[config.mk]
export PLATFORM = sky130hd
export DESIGN_NAME = dsm2_tx_flat
export DESIGN_NICKNAME = d
export VERILOG_FILES = /design/src/rtl/dsm2_pkg.sv /design/src/rtl/dsm2_if.sv /design/src/rtl/dsm2_lfsr.sv /design/src/rtl/dsm2_tx.sv /design/src/flat_wrapper.sv
export SDC_FILE = /design/constraint.sdc
export NUM_CORES = 1
export LEC_CHECK = 0
export CAP_MARGIN = 20
export CORE_UTILIZATION = 65
export CTS_BUF_LIST = sky130_fd_sc_hd__clkbuf_4 sky130_fd_sc_hd__clkbuf_8 sky130_fd_sc_hd__clkbuf_16
export DETAILED_ROUTE_END_ITERATION = 6
export GPL_TIMING_DRIVEN = 1
export PLACE_DENSITY = 0.93
export SLEW_MARGIN = 40
export SYNTH_ARGS = -nofsm -noshare
export SYNTH_HDL_FRONTEND = slang
export SYNTH_HIERARCHICAL = 1
export SYNTH_SLANG_ARGS = --single-unit
[constraint.sdc]
create_clock -name clk -period 15.2 [get_ports clk]
set_input_delay 3.04 -clock clk [delete_from_list [all_inputs] [get_ports clk]]
set_output_delay 3.04 -clock clk [all_outputs]
set_load 0.05 [all_outputs]
[src/rtl/dsm2_pkg.sv]
// Shared constants, types and helpers for the second-order delta-sigma transmitter.
package dsm2_pkg;
    localparam int DW_DEF  = 12;
    localparam int OSR_DEF = 64;
    localparam int ACC1_W  = DW_DEF + 2;
    localparam int ACC2_W  = DW_DEF + 4;
    localparam int FS      = 1 << (DW_DEF - 1);

    // Galois mask for x^16+x^14+x^13+x^11+1
    localparam logic [15:0] LFSR_POLY = 16'hB400;
    localparam logic [15:0] LFSR_SEED = 16'hACE1;

    typedef enum logic {IDLE = 1'b0, RUN = 1'b1} state_t;

    // a+b clamped to the range of a w-bit signed number (w <= 32)
    function automatic logic signed [31:0] sat_add(input logic signed [31:0] a,
                                                   input logic signed [31:0] b,
                                                   input int w);
        logic signed [32:0] s, hi, lo;
        s  = {a[31], a} + {b[31], b};
        hi = (33'sd1 <<< (w - 1)) - 33'sd1;
        lo = -(33'sd1 <<< (w - 1));
        if (s > hi)      s = hi;
        else if (s < lo) s = lo;
        return s[31:0];
    endfunction
endpackage

[src/rtl/dsm2_if.sv]
// PCM sample handshake plus bitstream outputs of the delta-sigma transmitter.
interface dsm2_if #(parameter int DW = 12);
    logic signed [DW-1:0] din;
    logic                 din_valid;
    logic                 din_ready;
    logic                 dout;
    logic                 dout_en;
    logic                 underrun;

    modport slave  (input din, din_valid, output din_ready, dout, dout_en, underrun);
    modport master (output din, din_valid, input din_ready, dout, dout_en, underrun);
endinterface

[src/rtl/dsm2_lfsr.sv]
// 16-bit maximal Galois LFSR used as a +/-1 LSB dither source.
module dsm2_lfsr
    import dsm2_pkg::*;
(
    input  logic        clk,
    input  logic        reset,
    input  logic        i_en,
    output logic [15:0] o_state
);
    logic [15:0] r_lfsr;

    always_ff @(posedge clk) begin
        if (!reset)    r_lfsr <= LFSR_SEED;
        else if (i_en) r_lfsr <= {1'b0, r_lfsr[15:1]} ^ (r_lfsr[0] ? LFSR_POLY : 16'h0000);
    end

    assign o_state = r_lfsr;
endmodule

[src/rtl/dsm2_tx.sv]
// Second-order delta-sigma modulator, PCM in / 1-bit stream out, one sample per OSR clocks.
// Define DSM2_DITHER_EN to add LFSR +/-1 LSB dither into the first integrator.
module dsm2_tx
    import dsm2_pkg::*;
#(
    parameter int DW  = DW_DEF,
    parameter int OSR = OSR_DEF
) (
    input logic   clk,
    input logic   reset,
    dsm2_if.slave bus
);
    localparam int A1  = DW + 2;
    localparam int A2  = DW + 4;
    localparam int CW  = $clog2(OSR);
    localparam int FSI = 1 << (DW - 1);

    state_t               r_state, w_state_nxt;
    logic signed [DW-1:0] r_cur, r_next;
    logic                 r_next_full;
    logic [CW-1:0]        r_cnt;
    logic signed [A1-1:0] r_int1, w_int1;
    logic signed [A2-1:0] r_int2, w_int2;
    logic                 r_dout, r_dout_en, r_underrun;
    logic                 w_din_ready, w_accept, w_boundary;
    int                   w_fb, w_dith;

`ifdef DSM2_DITHER_EN
    logic [15:0] w_lfsr;

    dsm2_lfsr u_lfsr (
        .clk     (clk),
        .reset   (reset),
        .i_en    (r_state == RUN),
        .o_state (w_lfsr)
    );

    assign w_dith = w_lfsr[0] ? 1 : -1;
`else
    assign w_dith = 0;
`endif

    always_ff @(posedge clk) begin
        if (!reset) r_state <= IDLE;
        else        r_state <= w_state_nxt;
    end

    // RUN is terminal; only reset leaves it
    always_comb begin
        w_state_nxt = r_state;
        if (r_state == IDLE && w_accept) w_state_nxt = RUN;
    end

    always_comb begin
        w_din_ready = (r_state == IDLE) || !r_next_full;
    end

    assign w_accept   = bus.din_valid && w_din_ready;
    assign w_boundary = (r_cnt == CW'(OSR - 1));
    assign w_fb       = r_dout ? FSI : -FSI;
    assign w_int1     = A1'(sat_add(32'(r_int1), 32'(r_cur) - w_fb + w_dith, A1));
    assign w_int2     = A2'(sat_add(32'(r_int2), 32'(w_int1) - w_fb, A2));

    always_ff @(posedge clk) begin
        if (!reset) begin
            r_cur       <= '0;
            r_next      <= '0;
            r_next_full <= 1'b0;
            r_cnt       <= '0;
            r_int1      <= '0;
            r_int2      <= '0;
            r_dout      <= 1'b0;
            r_dout_en   <= 1'b0;
            r_underrun  <= 1'b0;
        end else if (r_state == IDLE) begin
            if (w_accept) begin
                r_cur <= bus.din;
                r_cnt <= '0;
            end
            r_dout     <= 1'b0;
            r_dout_en  <= 1'b0;
            r_underrun <= 1'b0;
        end else begin
            r_int1     <= w_int1;
            r_int2     <= w_int2;
            r_dout     <= !w_int2[A2-1];
            r_dout_en  <= 1'b1;
            r_underrun <= w_boundary && !r_next_full;
            if (w_boundary) begin
                r_cnt <= '0;
                if (r_next_full) begin
                    r_cur       <= r_next;
                    r_next_full <= 1'b0;
                end
            end else begin
                r_cnt <= r_cnt + 1'b1;
            end
            // a boundary-coincident accept lands in next; cur repeats one more period
            if (w_accept) begin
                r_next      <= bus.din;
                r_next_full <= 1'b1;
            end
        end
    end

    assign bus.din_ready = w_din_ready;
    assign bus.dout      = r_dout;
    assign bus.dout_en   = r_dout_en;
    assign bus.underrun  = r_underrun;
endmodule
[src/flat_wrapper.sv]
// flat-port wrapper written by rule: the top's interface ports become plain ports
module dsm2_tx_flat import dsm2_pkg::*;
#(
    parameter int DW  = DW_DEF,
    parameter int OSR = OSR_DEF
)
  (clk, reset, bus_din, bus_din_valid, bus_din_ready, bus_dout, bus_dout_en, bus_underrun);
  dsm2_if #(.DW(DW)) bus_i ();
  input logic clk;
  input logic reset;
  input wire logic [$bits(bus_i.din)-1:0] bus_din;
  input wire logic [$bits(bus_i.din_valid)-1:0] bus_din_valid;
  output wire logic [$bits(bus_i.din_ready)-1:0] bus_din_ready;
  output wire logic [$bits(bus_i.dout)-1:0] bus_dout;
  output wire logic [$bits(bus_i.dout_en)-1:0] bus_dout_en;
  output wire logic [$bits(bus_i.underrun)-1:0] bus_underrun;
  assign bus_i.din = bus_din;
  assign bus_i.din_valid = bus_din_valid;
  assign bus_din_ready = bus_i.din_ready;
  assign bus_dout = bus_i.dout;
  assign bus_dout_en = bus_i.dout_en;
  assign bus_underrun = bus_i.underrun;
  dsm2_tx #(.DW(DW), .OSR(OSR)) u_core (.clk(clk), .reset(reset), .bus(bus_i));
endmodule
After elaboration in Yosys (flattened, before gate mapping):

Cells that the tools add are included.
Widths: inputs -> output; s select.

* register bits: 65
* bits of input ports: 15
* output and inout bits: 4
* word-level logic and storage cells: 50

* add/subtract/negate cells: 5
* magnitude comparators: 4
* eq/ne operators: 3
* muxes and demuxes: 15
* bitwise operators: 1
* reductions and logical operators: 12

Operators by type and width (number)
* $mux 12: 4
* $add 14x32->33: 1
* $add 16x32->33: 1
* $gt 33x14->1 const B: 1
* $gt 33x16->1 const B: 1
* $lt 33x14->1 const B: 1
* $lt 33x16->1 const B: 1
* $mux 16: 2
* $mux 32: 1
* $sub 12x32->32: 1
* $sub 14x32->32: 1
* $mux 14: 2
* $mux 6: 3
* $add 6x1->6 const B: 1
* $eq 6x6->1 const B: 1
* $reduce_and 2->1: 3
* $ne 2x2->1 const B: 2
* $reduce_bool 2->1: 2
* $logic_and 1x1->1: 3
* $mux 1: 3
* $reduce_and 3->1: 1
* $logic_not 1->1: 2
* $logic_or 1x1->1: 1
* $not 1->1: 1

Depth between registers and ports, before layout:

Gate-level depths: netlist (run 1).

* depth in word-level cells: 12
* depth in mapped cells: 42
* gate-level depth less buffers: 39

Worst setup path after synthesis (run 1):

OpenSTA, ideal clock, no wires.

* kind: register -> register
* from: register u_core.r_dout, in the netlist u_core/bus.dout
* to: register u_core.r_int2[3]
* setup time: 70 ps
* arrival: 7965 ps
* slack: 7165 ps
* stages on the path, launching flop included: 36
* cell sequence: dfxtp_1 > ha_1 > o21ai_0 > a21oi_1 > or2_2 > a21oi_1 > inv_1 > fa_1 > nand3b_1 > nor2_1 > nand2_1 > o31ai_1 > clkbuf_1 > a21oi_1 > inv_1 > ha_1 > nor3_1 > nor2_1 > o41ai_1 > inv_1 > fa_1 > inv_1 > fa_1 > inv_1 > ha_1 > buf_2 > a21o_1 > a31oi_1 > o221ai_2 > mux2_2 > nor4_2 > o2111ai_1 > o41ai_4 > buf_6 > nand2_1 > a21oi_1

* cells in the longest elaborated chain, start to end: 11
* elaborated cells between the ends (all ways): 13
* classes of those cells: add/sub: 4; order compare: 4; mux: 5

RTL lines
* start: declaration: line dsm2_tx.sv:24 `logic r_dout, r_dout_en, r_underrun;`
* start signal: assignment: line dsm2_tx.sv:86 `r_dout <= !w_int2[A2-1];`
* $mux 32 (*): line dsm2_tx.sv:60 `assign w_fb = r_dout ? FSI : -FSI;`
* $sub 12x32->32 (*): line dsm2_tx.sv:61 `assign w_int1 = A1'(sat_add(32'(r_int1), 32'(r_cur) - w_fb + w_dith, A1));`
* $add 14x32->33 (*): line dsm2_pkg.sv:20 `s = {a[31], a} + {b[31], b};`
* $lt 33x14->1: line dsm2_pkg.sv:24 `else if (s < lo) s = lo;`
* $mux 14: line dsm2_pkg.sv:24
* $mux 14 (*): line dsm2_pkg.sv:23 `if (s > hi) s = hi;`
* via u_core.w_int1[12]: line dsm2_tx.sv:22 `logic signed [A1-1:0] r_int1, w_int1;`
* $sub 14x32->32 (*): line dsm2_tx.sv:62 `assign w_int2 = A2'(sat_add(32'(r_int2), 32'(w_int1) - w_fb, A2));`
* $add 16x32->33 (*): line dsm2_pkg.sv:20
* $lt 33x16->1: line dsm2_pkg.sv:24
* $mux 16: line dsm2_pkg.sv:24
* $mux 16 (*): line dsm2_pkg.sv:23
* end signal: assignment: line dsm2_tx.sv:85 `r_int2 <= w_int2;`
* end: declaration: line dsm2_tx.sv:23 `logic signed [A2-1:0] r_int2, w_int2;`

The timed path passes the listed nets; every way through them passes the cells marked *.
A chain may end at the register's enable or synchronous reset.

Final worst setup path (run 1):

* from: register u_core.r_int1[0]
* to: register u_core.r_int2[0]

* cells in the longest elaborated chain, start to end: 9
* elaborated cells between the ends (all ways): 11
* classes of those cells: add/sub: 3; order compare: 4; mux: 4

RTL lines
* start: declaration: line dsm2_tx.sv:22
* start signal: assignment: line dsm2_tx.sv:84 `r_int1 <= w_int1;`
* $add 14x32->33 (*): line dsm2_pkg.sv:20
* $lt 33x14->1: line dsm2_pkg.sv:24
* $mux 14: line dsm2_pkg.sv:24
* $mux 14 (*): line dsm2_pkg.sv:23
* via u_core.w_int1[12]: line dsm2_tx.sv:22
* $sub 14x32->32 (*): line dsm2_tx.sv:62
* $add 16x32->33 (*): line dsm2_pkg.sv:20
* $lt 33x16->1: line dsm2_pkg.sv:24
* $mux 16: line dsm2_pkg.sv:24
* $mux 16 (*): line dsm2_pkg.sv:23

Marked as above.

==> run_results.csv, run 1 <==
group,metric,value,unit
floorplan,start_util,68.4,%
route,drc_errors,0,
setup_path,crit_path_end_kind,"flip-flop",
clock_tree,cts_sinks,65,
clock_tree,root_buffer,"clkbuf_8",
global_routing,grt_antenna_before_repair,0,
synthesis,syn_area_per_cell,7.75,um2
setup_path,cp.required,15.47,ns
global_routing,grt_usage,36.7,%
route,drt-vias-per-instance,6.83,
place,gp_congestion,0.974,
clock_tree,postCtsSetupBuffers,0,
synthesis,synth_top_area_share,22.7,%
setup_path,worstReg2RegEnd,"u_core/r_int2[0]",
route,drt_iter0_drc,492,
synthesis,synthXorXnorAreaFrac,4.43,%
setup_path,crit_top_cell,"inv_1",
sta,hold_viol_final,0,
setup_path,timing.rr.start,"u_core/r_int1[0]",
sta,finalCritPeriodShare,62.5,%
sta,min_period,9.49,ns
cells_and_area,area_delta_synth_final,6.77,%
setup_path,path_buf_inv,7,
outcome,status,"complete, no violations",
synthesis,synth_fa_ha_area_share,14.8,%
setup_path,start_kind,"flip-flop",
clock_tree,cts-buffers-inserted,9,
synthesis,synth_area,0.00573,mm2
sta,holdWs,0.473,ns
sta,finClkSkew,0.00938,ns
synthesis,yosysTopAreaCell,"dfxtp_1",
synthesis,ys.flop_type,"dfxtp_1",
synthesis,yosysMostFrequentCell,"nand2_1",
setup_path,r2r_slack,5.71,ns
global_routing,grt_pass1_wl,26000,um
sta,slew_violations,0,
setup_path,critPathTopFamily,"compound AO/OA/AOI/OAI gates",
synthesis,synth.area.top_cells,"dfxtp_1 23%, ha_1 9.2%, a21oi_1 6.8%, nand2_1 6.3%, fa_1 5.6%",
synthesis,synth_fp_nets,812,
setup_path,cp_max_fo,16,
clock_tree,cts_tree,"yes",
setup_path,slowest_stage,"o41ai_1",
sta,fmax,105,MHz
floorplan,fp-row-count,33,
hold_path,holdPathStages,2,
synthesis,async_flop_share,0,%
cells_and_area,layout-drive-gt1-share,6.23,%
floorplan,ios,19,
synthesis,synth-simple-area-share,17.7,%
clock_tree,ctsResizeCount,0,
sta,tightest_slew,0.760,ns
hold_path,worst_hold_startpoint,"u_core/r_next[10]",
synthesis,yosysSeqAreaShare,22.7,%
synthesis,synth_edf_count,0,
synthesis,postSynthCellCount,739,
synthesis,synth_common_cells,"96 x nand2_1, 78 x a21oi_1, 65 x dfxtp_1",
run,drv_cap,0,
floorplan,die_area,0.00920,mm2
hold_path,whs_endpoint,"u_core/r_next[10]",
clock_tree,cts.path.max_buffers,2,
route,wl,16100,um
route,via_count,5758,
setup_path,cpPeakStageDelay,0.53,ns
synthesis,ys_ff_latch,65,
hold_path,hp-class,"flip-flop to flip-flop",
synthesis,synth_top_family_by_area,"compound AO/OA/AOI/OAI gates",
synthesis,synth_mux_area_share,3.19,%
floorplan,die_x,95.9,um
sta,max_slew_margin,49.3,%
place,dp_hpwl,10900,um
place,io_buffers,18,
sta,rsz0062_at_grt,"false",
route,wl_per_cell,19.2,um
setup_path,cp.arrival,9.76,ns
synthesis,synth-compound-area-share,30.7,%
synthesis,synthDistinctLibCells,70,
synthesis,yosys_warnings,6,
setup_path,crit_type,"flip-flop to flip-flop",
cells_and_area,nets,806,
global_routing,grt_remaining_overflow,0,
sta,setup-tns-final,0,ns
setup_path,rr_worst_depth,37,
global_routing,grt_max_degree,67,
clock_tree,clk_latency,0.35,ns
cells_and_area,diodes,0,
sta,finalSetupViolCount,0,
floorplan,core_area,0.00838,mm2
floorplan,fp.dieH,95.9,um
clock_tree,htree_levels,3,
route,firstDrtPassIters,6,
clock_tree,hold_buffers,0,
clock_tree,clk_pin_slew,0.08,ns
global_routing,grt_pass1_vias,5515,
route,drtAntennaViolNets,0,
[how the worst max path moves through the flow]
stage / from / end / slack, ns / cells after the start
CTS: u_core/r_cur[0] / u_core/r_int2[6] / 5.64 / 36
detailed placement: u_core/r_cur[0] / u_core/r_int2[6] / 5.78 / 36
finish: u_core/r_int1[0] / u_core/r_int2[0] / 5.71 / 37
global placement: u_core/r_cur[0] / u_core/r_int2[7] / 6.03 / 36
floorplan: u_core/bus.dout / u_core/r_int2[3] / 7.16 / 35
global route: u_core/r_cur[0] / u_core/r_int2[0] / 5.21 / 37
[layout by cell type, fill, tap and decap left out, types with 16 or more instances in the layout]
cell type | Yosys | final
nor2_1 | 41 | 41
inv_1 | 50 | 50
xnor2_1 | 24 | 24
o21ai_0 | 56 | 56
dfxtp_1 | 65 | 64
a21oi_1 | 78 | 78
clkdlybuf4s50_1 | 0 | 17
fa_1 | 16 | 16
ha_1 | 42 | 42
nand2_1 | 96 | 96
mux2i_1 | 16 | 16
[metal layers]
layer	global-route usage (%)	wire length, um	up-vias
li1	-	-	2642
met1	42.2	6410	2742
met2	64.1	7920	311
met3	6.00	1030	63
met4	21.6	790	0
met5	0	0	-
[kinds of logic after synthesis]
group                      after synthesis
DFF                                     65
and+or+nand+nor                        217
buffers and inverters                   91
xor gates and xnor gates                29
muxes                                   18
adders and majority gates               58
AOI/OAI and AO/OA                      261
[final cells by class]
type | instances | area (um2)
Tap cell | 105 | 131
Clock buffer | 10 | 138
Clock inverter | 6 | 73.8
Inverter | 51 | 191
Sequential cell | 65 | 1300
Timing Repair Buffer | 23 | 215
Fill cell | 574 | 2260
Multi-Input combinational cell | 583 | 4070
[flip-flops by register name (all words and copies together) (netlist names)]
signal               flops
u_core/bus.dout          1
u_core/bus.dout_en       1
u_core/bus.underrun      1
u_core/r_cnt             6
u_core/r_cur            12
u_core/r_int1           14
u_core/r_int2           16
u_core/r_next           12
u_core/r_next_full       1
u_core/r_state           1
[tightest hold or removal path: cells and delay by family, from the launching register on]
family / cells / cell delay [ns]
compound gates: 1 / 0.06
flops: 1 / 0.32
simple gates: 1 / 0.05
[per-stage QoR]
stage,area [um2],worst slack [ns],cells,util [%]
after floorplan,5730,7.16,739,-
after global placement,5880,6.03,826,70.2
after detailed placement,5900,5.78,826,70.4
after CTS,6110,5.64,842,72.9
after global routing,6120,5.21,843,73.0
final,6120,5.71,843,73.0
Power of run 1 is not shown: default switching activity piles up to over one toggle a cycle in this logic, so the estimate is an artifact.
==> run 2: changes to the inputs <==
--- a/config.mk
+++ b/config.mk
@@ -6,11 +6,11 @@
 export NUM_CORES = 1
 export LEC_CHECK = 0
 export CAP_MARGIN = 20
-export CORE_UTILIZATION = 65
+export CORE_UTILIZATION = 63
 export CTS_BUF_LIST = sky130_fd_sc_hd__clkbuf_4 sky130_fd_sc_hd__clkbuf_8 sky130_fd_sc_hd__clkbuf_16
 export DETAILED_ROUTE_END_ITERATION = 6
 export GPL_TIMING_DRIVEN = 1
-export PLACE_DENSITY = 0.93
+export PLACE_DENSITY = 0.91
 export SLEW_MARGIN = 40
 export SYNTH_ARGS = -nofsm -noshare
 export SYNTH_HDL_FRONTEND = slang
==> constraint.sdc (replaced) <==
create_clock -name clk -period 9.36 [get_ports clk]
set_input_delay 1.872 -clock clk [delete_from_list [all_inputs] [get_ports clk]]
set_output_delay 1.872 -clock clk [all_outputs]
set_load 0.05 [all_outputs]
==> run_results.csv, run 2 (synthesis gave the netlist of run 1 again) <==
group,metric,value,unit
cells_and_area,diodes,0,
setup_path,cpPeakStageDelay,0.47,ns
route,drt_iter0_drc,455,
clock_tree,clk_latency,0.35,ns
place,dp_hpwl,11300,um
cells_and_area,area_delta_synth_final,7.45,%
cells_and_area,layout-drive-gt1-share,7.42,%
setup_path,slowest_stage,"fa_1",
global_routing,grt_remaining_overflow,0,
global_routing,grt_max_degree,67,
clock_tree,cts.path.max_buffers,2,
sta,hold_viol_final,0,
clock_tree,cts-buffers-inserted,9,
run,drv_cap,0,
global_routing,grt_pass1_wl,26100,um
sta,tightest_slew,0.757,ns
cells_and_area,nFillCells,644,
sta,setup-tns-final,0,ns
global_routing,grt_pass1_vias,5536,
clock_tree,htree_levels,3,
place,gp_congestion,0.945,
setup_path,cp.arrival,9.22,ns
global_routing,grt_usage,33.8,%
clock_tree,cts_tree,"yes",
global_routing,grt_antenna_before_repair,0,
place,io_buffers,18,
route,wl_per_cell,18.9,um
sta,max_slew_margin,49.5,%
sta,min_period,8.95,ns
route,drtAntennaViolNets,0,
sta,finClkSkew,0.0127,ns
floorplan,die_x,97.4,um
clock_tree,clk_pin_slew,0.08,ns
sta,rsz0062_at_grt,"false",
route,via_count,5707,
hold_path,hp-class,"flip-flop to flip-flop",
floorplan,fp-row-count,34,
route,wl,16000,um
cells_and_area,seq_area,0.00130,mm2
sta,slew_violations,0,
setup_path,critPathTopFamily,"compound AO/OA/AOI/OAI gates",
clock_tree,root_buffer,"clkbuf_8",
floorplan,die_area,0.00948,mm2
floorplan,ios,19,
setup_path,crit_top_cell,"inv_1",
cells_and_area,multi_input_area,0.00408,mm2
route,drt-vias-per-instance,6.72,
setup_path,path_buf_inv,7,
floorplan,core_area,0.00876,mm2
cells_and_area,nets,809,
clock_tree,hold_buffers,0,
clock_tree,cts_sinks,65,
setup_path,cp_max_fo,16,
sta,finalSetupViolCount,0,
floorplan,start_util,65.4,%
cells_and_area,regMostFlops,"u_core/r_int2",
outcome,status,"complete, no violations",
floorplan,fp.dieH,97.4,um
route,firstDrtPassIters,6,
setup_path,start_kind,"flip-flop",
setup_path,rr_worst_depth,38,
clock_tree,postCtsSetupBuffers,0,
sta,finalCritPeriodShare,95.7,%
sta,fmax,112,MHz
setup_path,crit_type,"flip-flop to flip-flop",
cells_and_area,largest_reg_flops,16,
cells_and_area,final_common_cell,"nand2_1",
setup_path,crit_path_end_kind,"flip-flop",
cells_and_area,layout_common_cells,"96 x nand2_1, 76 x a21oi_1, 64 x dfxtp_1, 56 x o21ai_0, 50 x inv_1",
hold_path,holdPathStages,2,
setup_path,cp.required,9.63,ns
route,drc_errors,0,
setup_path,cp_num_cells,38,
cells_and_area,reg.largest.list,"u_core/r_int2 (16), u_core/r_int1 (14)",
## run 2: changes by cell type in the layout (fill, tap and decap cells not counted), sizes merged
cell,before,now
inv,54,55
clkbuf,10,9
buf,6,9
clkinvlp,2,0
clkinv,0,2
## run 2: path summary, 6_finish.rpt
path / to / slack [ns] / from
setup / recovery: u_core/r_int2[1] / 0.41 / u_core/r_cur[0]
hold / removal: u_core/r_next[0] / 0.48 / u_core/r_next[0]
setup reg to reg: u_core/r_int2[1] / 0.41 / u_core/r_cur[0]
hold reg to reg: u_core/r_next[0] / 0.48 / u_core/r_next[0]
## run 2: worst register-to-register path: cells and delay by family, from the launching register on
kind | cells | cell delay, ns
AOI/OAI and AO/OA | 15 | 3.68
adders and majority gates | 7 | 2.33
buffers and inverters | 7 | 0.74
DFF | 1 | 0.34
muxes | 1 | 0.32
and+or+nand+nor | 8 | 1.45
## run 2: final cells by class
| type | count | area share (%) |
|---|---|---|
| clock buffers | 9 | 2.01 |
| clock inverters | 7 | 1.38 |
| inverters | 51 | 3.11 |
| multi-input cells | 583 | 66.3 |
| flip-flops and latches | 65 | 21.2 |
| well taps | 108 | 2.19 |
| repair buffers | 26 | 3.86 |
## run 2: what timing repair did
item / CTS / global route
setup endpoints to repair: 0 / 15
endpoints found under the hold margin: 0 / 0
resized for setup: 0 / 8
## run 2: layer usage
layer	wire, um	up-vias	track usage (%)	part of all wire (%)
met2	7940	282	59.0	49
met3	995	74	3.53	6.2
met5	0	-	0	0
met4	859	0	20.5	5.4
met1	6240	2702	39.9	39
li1	-	2649	-	-
## run 2: per-stage QoR
step / std cells / hold slack [ns] / worst slack [ns] / util [%] / instance area, um2
finish: 849 / 0.476 / 0.406 / 70.3 / 6160
CTS: 849 / 0.470 / 0.234 / 69.9 / 6130
global placement: 833 / 0.453 / 0.641 / 67.5 / 5920
detailed placement: 833 / 0.458 / 0.386 / 67.5 / 5920
global route: 849 / 0.494 / 0.0146 / 70.3 / 6160
floorplan: 739 / 0.443 / 1.32 / - / 5730
Power of run 2 is left out for the same reason.
==> run 3: changes to the inputs <==
--- a/config.mk
+++ b/config.mk
@@ -6,10 +6,13 @@
 export NUM_CORES = 1
 export LEC_CHECK = 0
 export CAP_MARGIN = 20
-export CORE_UTILIZATION = 63
+export CELL_PAD_IN_SITES_DETAIL_PLACEMENT = 1
+export CELL_PAD_IN_SITES_GLOBAL_PLACEMENT = 2
+export CORE_UTILIZATION = 38
 export CTS_BUF_LIST = sky130_fd_sc_hd__clkbuf_4 sky130_fd_sc_hd__clkbuf_8 sky130_fd_sc_hd__clkbuf_16
 export DETAILED_ROUTE_END_ITERATION = 6
 export GPL_TIMING_DRIVEN = 1
+export HOLD_SLACK_MARGIN = 0.1
 export PLACE_DENSITY = 0.91
 export SLEW_MARGIN = 40
 export SYNTH_ARGS = -nofsm -noshare
==> run_results.csv, run 3 (synthesis gave the netlist of run 1 again) <==
group,metric,value,unit
cells_and_area,fin_util,43.4,%
floorplan,core_area,0.0146,mm2
cells_and_area,area_delta_synth_final,10.8,%
route,wl,16400,um
place,gp_congestion,0.868,
clock_tree,clk_latency,0.33,ns
global_routing,grt_pass1_wl,27700,um
sta,min_period,8.77,ns
setup_path,cp.required,9.62,ns
floorplan,fp-row-count,44,
clock_tree,htree_levels,3,
route,drt-vias-per-instance,5.76,
run,drv_cap,0,
route,wl_per_cell,17.7,um
route,via_count,5333,
cells_and_area,regMostFlops,"u_core/r_int2",
setup_path,cpPeakStageDelay,0.51,ns
place,dp_hpwl,12500,um
floorplan,die_x,125,um
sta,max_slew_margin,50.6,%
cells_and_area,nets,810,
clock_tree,cts.path.max_buffers,2,
cells_and_area,fin_area,0.00635,mm2
sta,hold_viol_final,0,
sta,slew_violations,0,
global_routing,grt_antenna_before_repair,0,
route,drtAntennaViolNets,0,
cells_and_area,final_common_cell,"nand2_1",
route,firstDrtPassIters,4,
clock_tree,cts_sinks,65,
cells_and_area,layout-drive-gt1-share,7.41,%
cells_and_area,reg.largest.list,"u_core/r_int2 (16), u_core/r_int1 (14)",
clock_tree,cts-buffers-inserted,9,
setup_path,start_kind,"flip-flop",
setup_path,crit_type,"flip-flop to flip-flop",
sta,setup-tns-final,0,ns
sta,fmax,114,MHz
route,drc_errors,0,
floorplan,ios,19,
floorplan,fp.dieH,125,um
floorplan,start_util,39.1,%
global_routing,grt_max_degree,67,
clock_tree,clk_pin_slew,0.06,ns
setup_path,crit_path_end_kind,"flip-flop",
clock_tree,root_buffer,"clkbuf_16",
cells_and_area,largest_reg_flops,16,
sta,finalCritPeriodShare,93.7,%
outcome,status,"complete, no violations",
clock_tree,postCtsSetupBuffers,0,
setup_path,crit_top_cell,"fa_1",
clock_tree,cts_tree,"yes",
global_routing,grt_remaining_overflow,0,
route,drt_iter0_drc,249,
global_routing,grt_usage,21.8,%
cells_and_area,diodes,0,
hold_path,hp-class,"flip-flop to flip-flop",
setup_path,cp_max_fo,15,
place,io_buffers,18,
setup_path,slowest_stage,"fa_1",
floorplan,die_area,0.0156,mm2
sta,tightest_slew,0.733,ns
global_routing,grt_pass1_vias,5700,
setup_path,cp.arrival,9.03,ns
place,placed_cell_area,0.00602,mm2
sta,finClkSkew,0.00555,ns
sta,finalSetupViolCount,0,
cells_and_area,layout_common_cells,"96 x nand2_1, 76 x a21oi_1, 64 x dfxtp_1, 56 x o21ai_0, 50 x inv_1",
## run 3: cell types whose count changed in the layout (fill, tap and decap cells not counted), sizes merged
cell	change
clkinv	+1
clkinvlp	+1
buf	+1
inv	-2
## run 3: critical path, delay by kind of cell (launching register included)
| kind | cells | cell delay (ns) |
|---|---|---|
| mux | 1 | 0.18 |
| flops | 1 | 0.32 |
| fa+ha+maj | 8 | 2.74 |
| buf+inv | 6 | 0.64 |
| compound gates | 14 | 3.16 |
| simple gates | 9 | 1.67 |
## run 3: path summary, 6_finish.rpt
check,from,to,slack (ns),cells past startpoint
max,u_core/r_cur[0],u_core/r_int2[7],0.59,38
min,u_core/r_next[0],u_core/r_next[0],0.47,2
max reg2reg,u_core/r_cur[0],u_core/r_int2[7],0.59,38
min reg2reg,u_core/r_next[0],u_core/r_next[0],0.47,2
## run 3: through the flow
stage	instances	setup slack, ns	hold WS (ns)
finish	926	0.590	0.468
floorplan	739	1.32	0.443
CTS	926	0.161	0.471
global route	926	-0.0122	0.501
global placement	910	0.585	0.452
detailed placement	910	0.258	0.463
## run 3: what timing repair did
action / 4_1_cts / 5_1_grt
hold endpoints to repair: 0 / 0
gates resized for setup: 0 / 7
endpoints found under the setup margin: 0 / 15
hold buffers: 0 / 0
## run 3: cell type report
class | count | area [um2]
Fill cell | 1793 | 8290
Sequential cell | 65 | 1300
Timing Repair Buffer | 27 | 245
Inverter | 51 | 191
Clock inverter | 7 | 77.6
Multi-Input combinational cell | 583 | 4080
Clock buffer | 9 | 225
Tap cell | 184 | 230
## run 3: layer usage
| metal | up-vias | global-route usage, % | wire length (um) |
|---|---|---|---|
| met5 | - | 0 | 0 |
| li1 | 2638 | - | - |
| met1 | 2604 | 26.0 | 7380 |
| met3 | 25 | 2.19 | 335 |
| met2 | 66 | 39.2 | 8200 |
| met4 | 0 | 9.95 | 474 |
Power of run 3 is left out for the same reason.
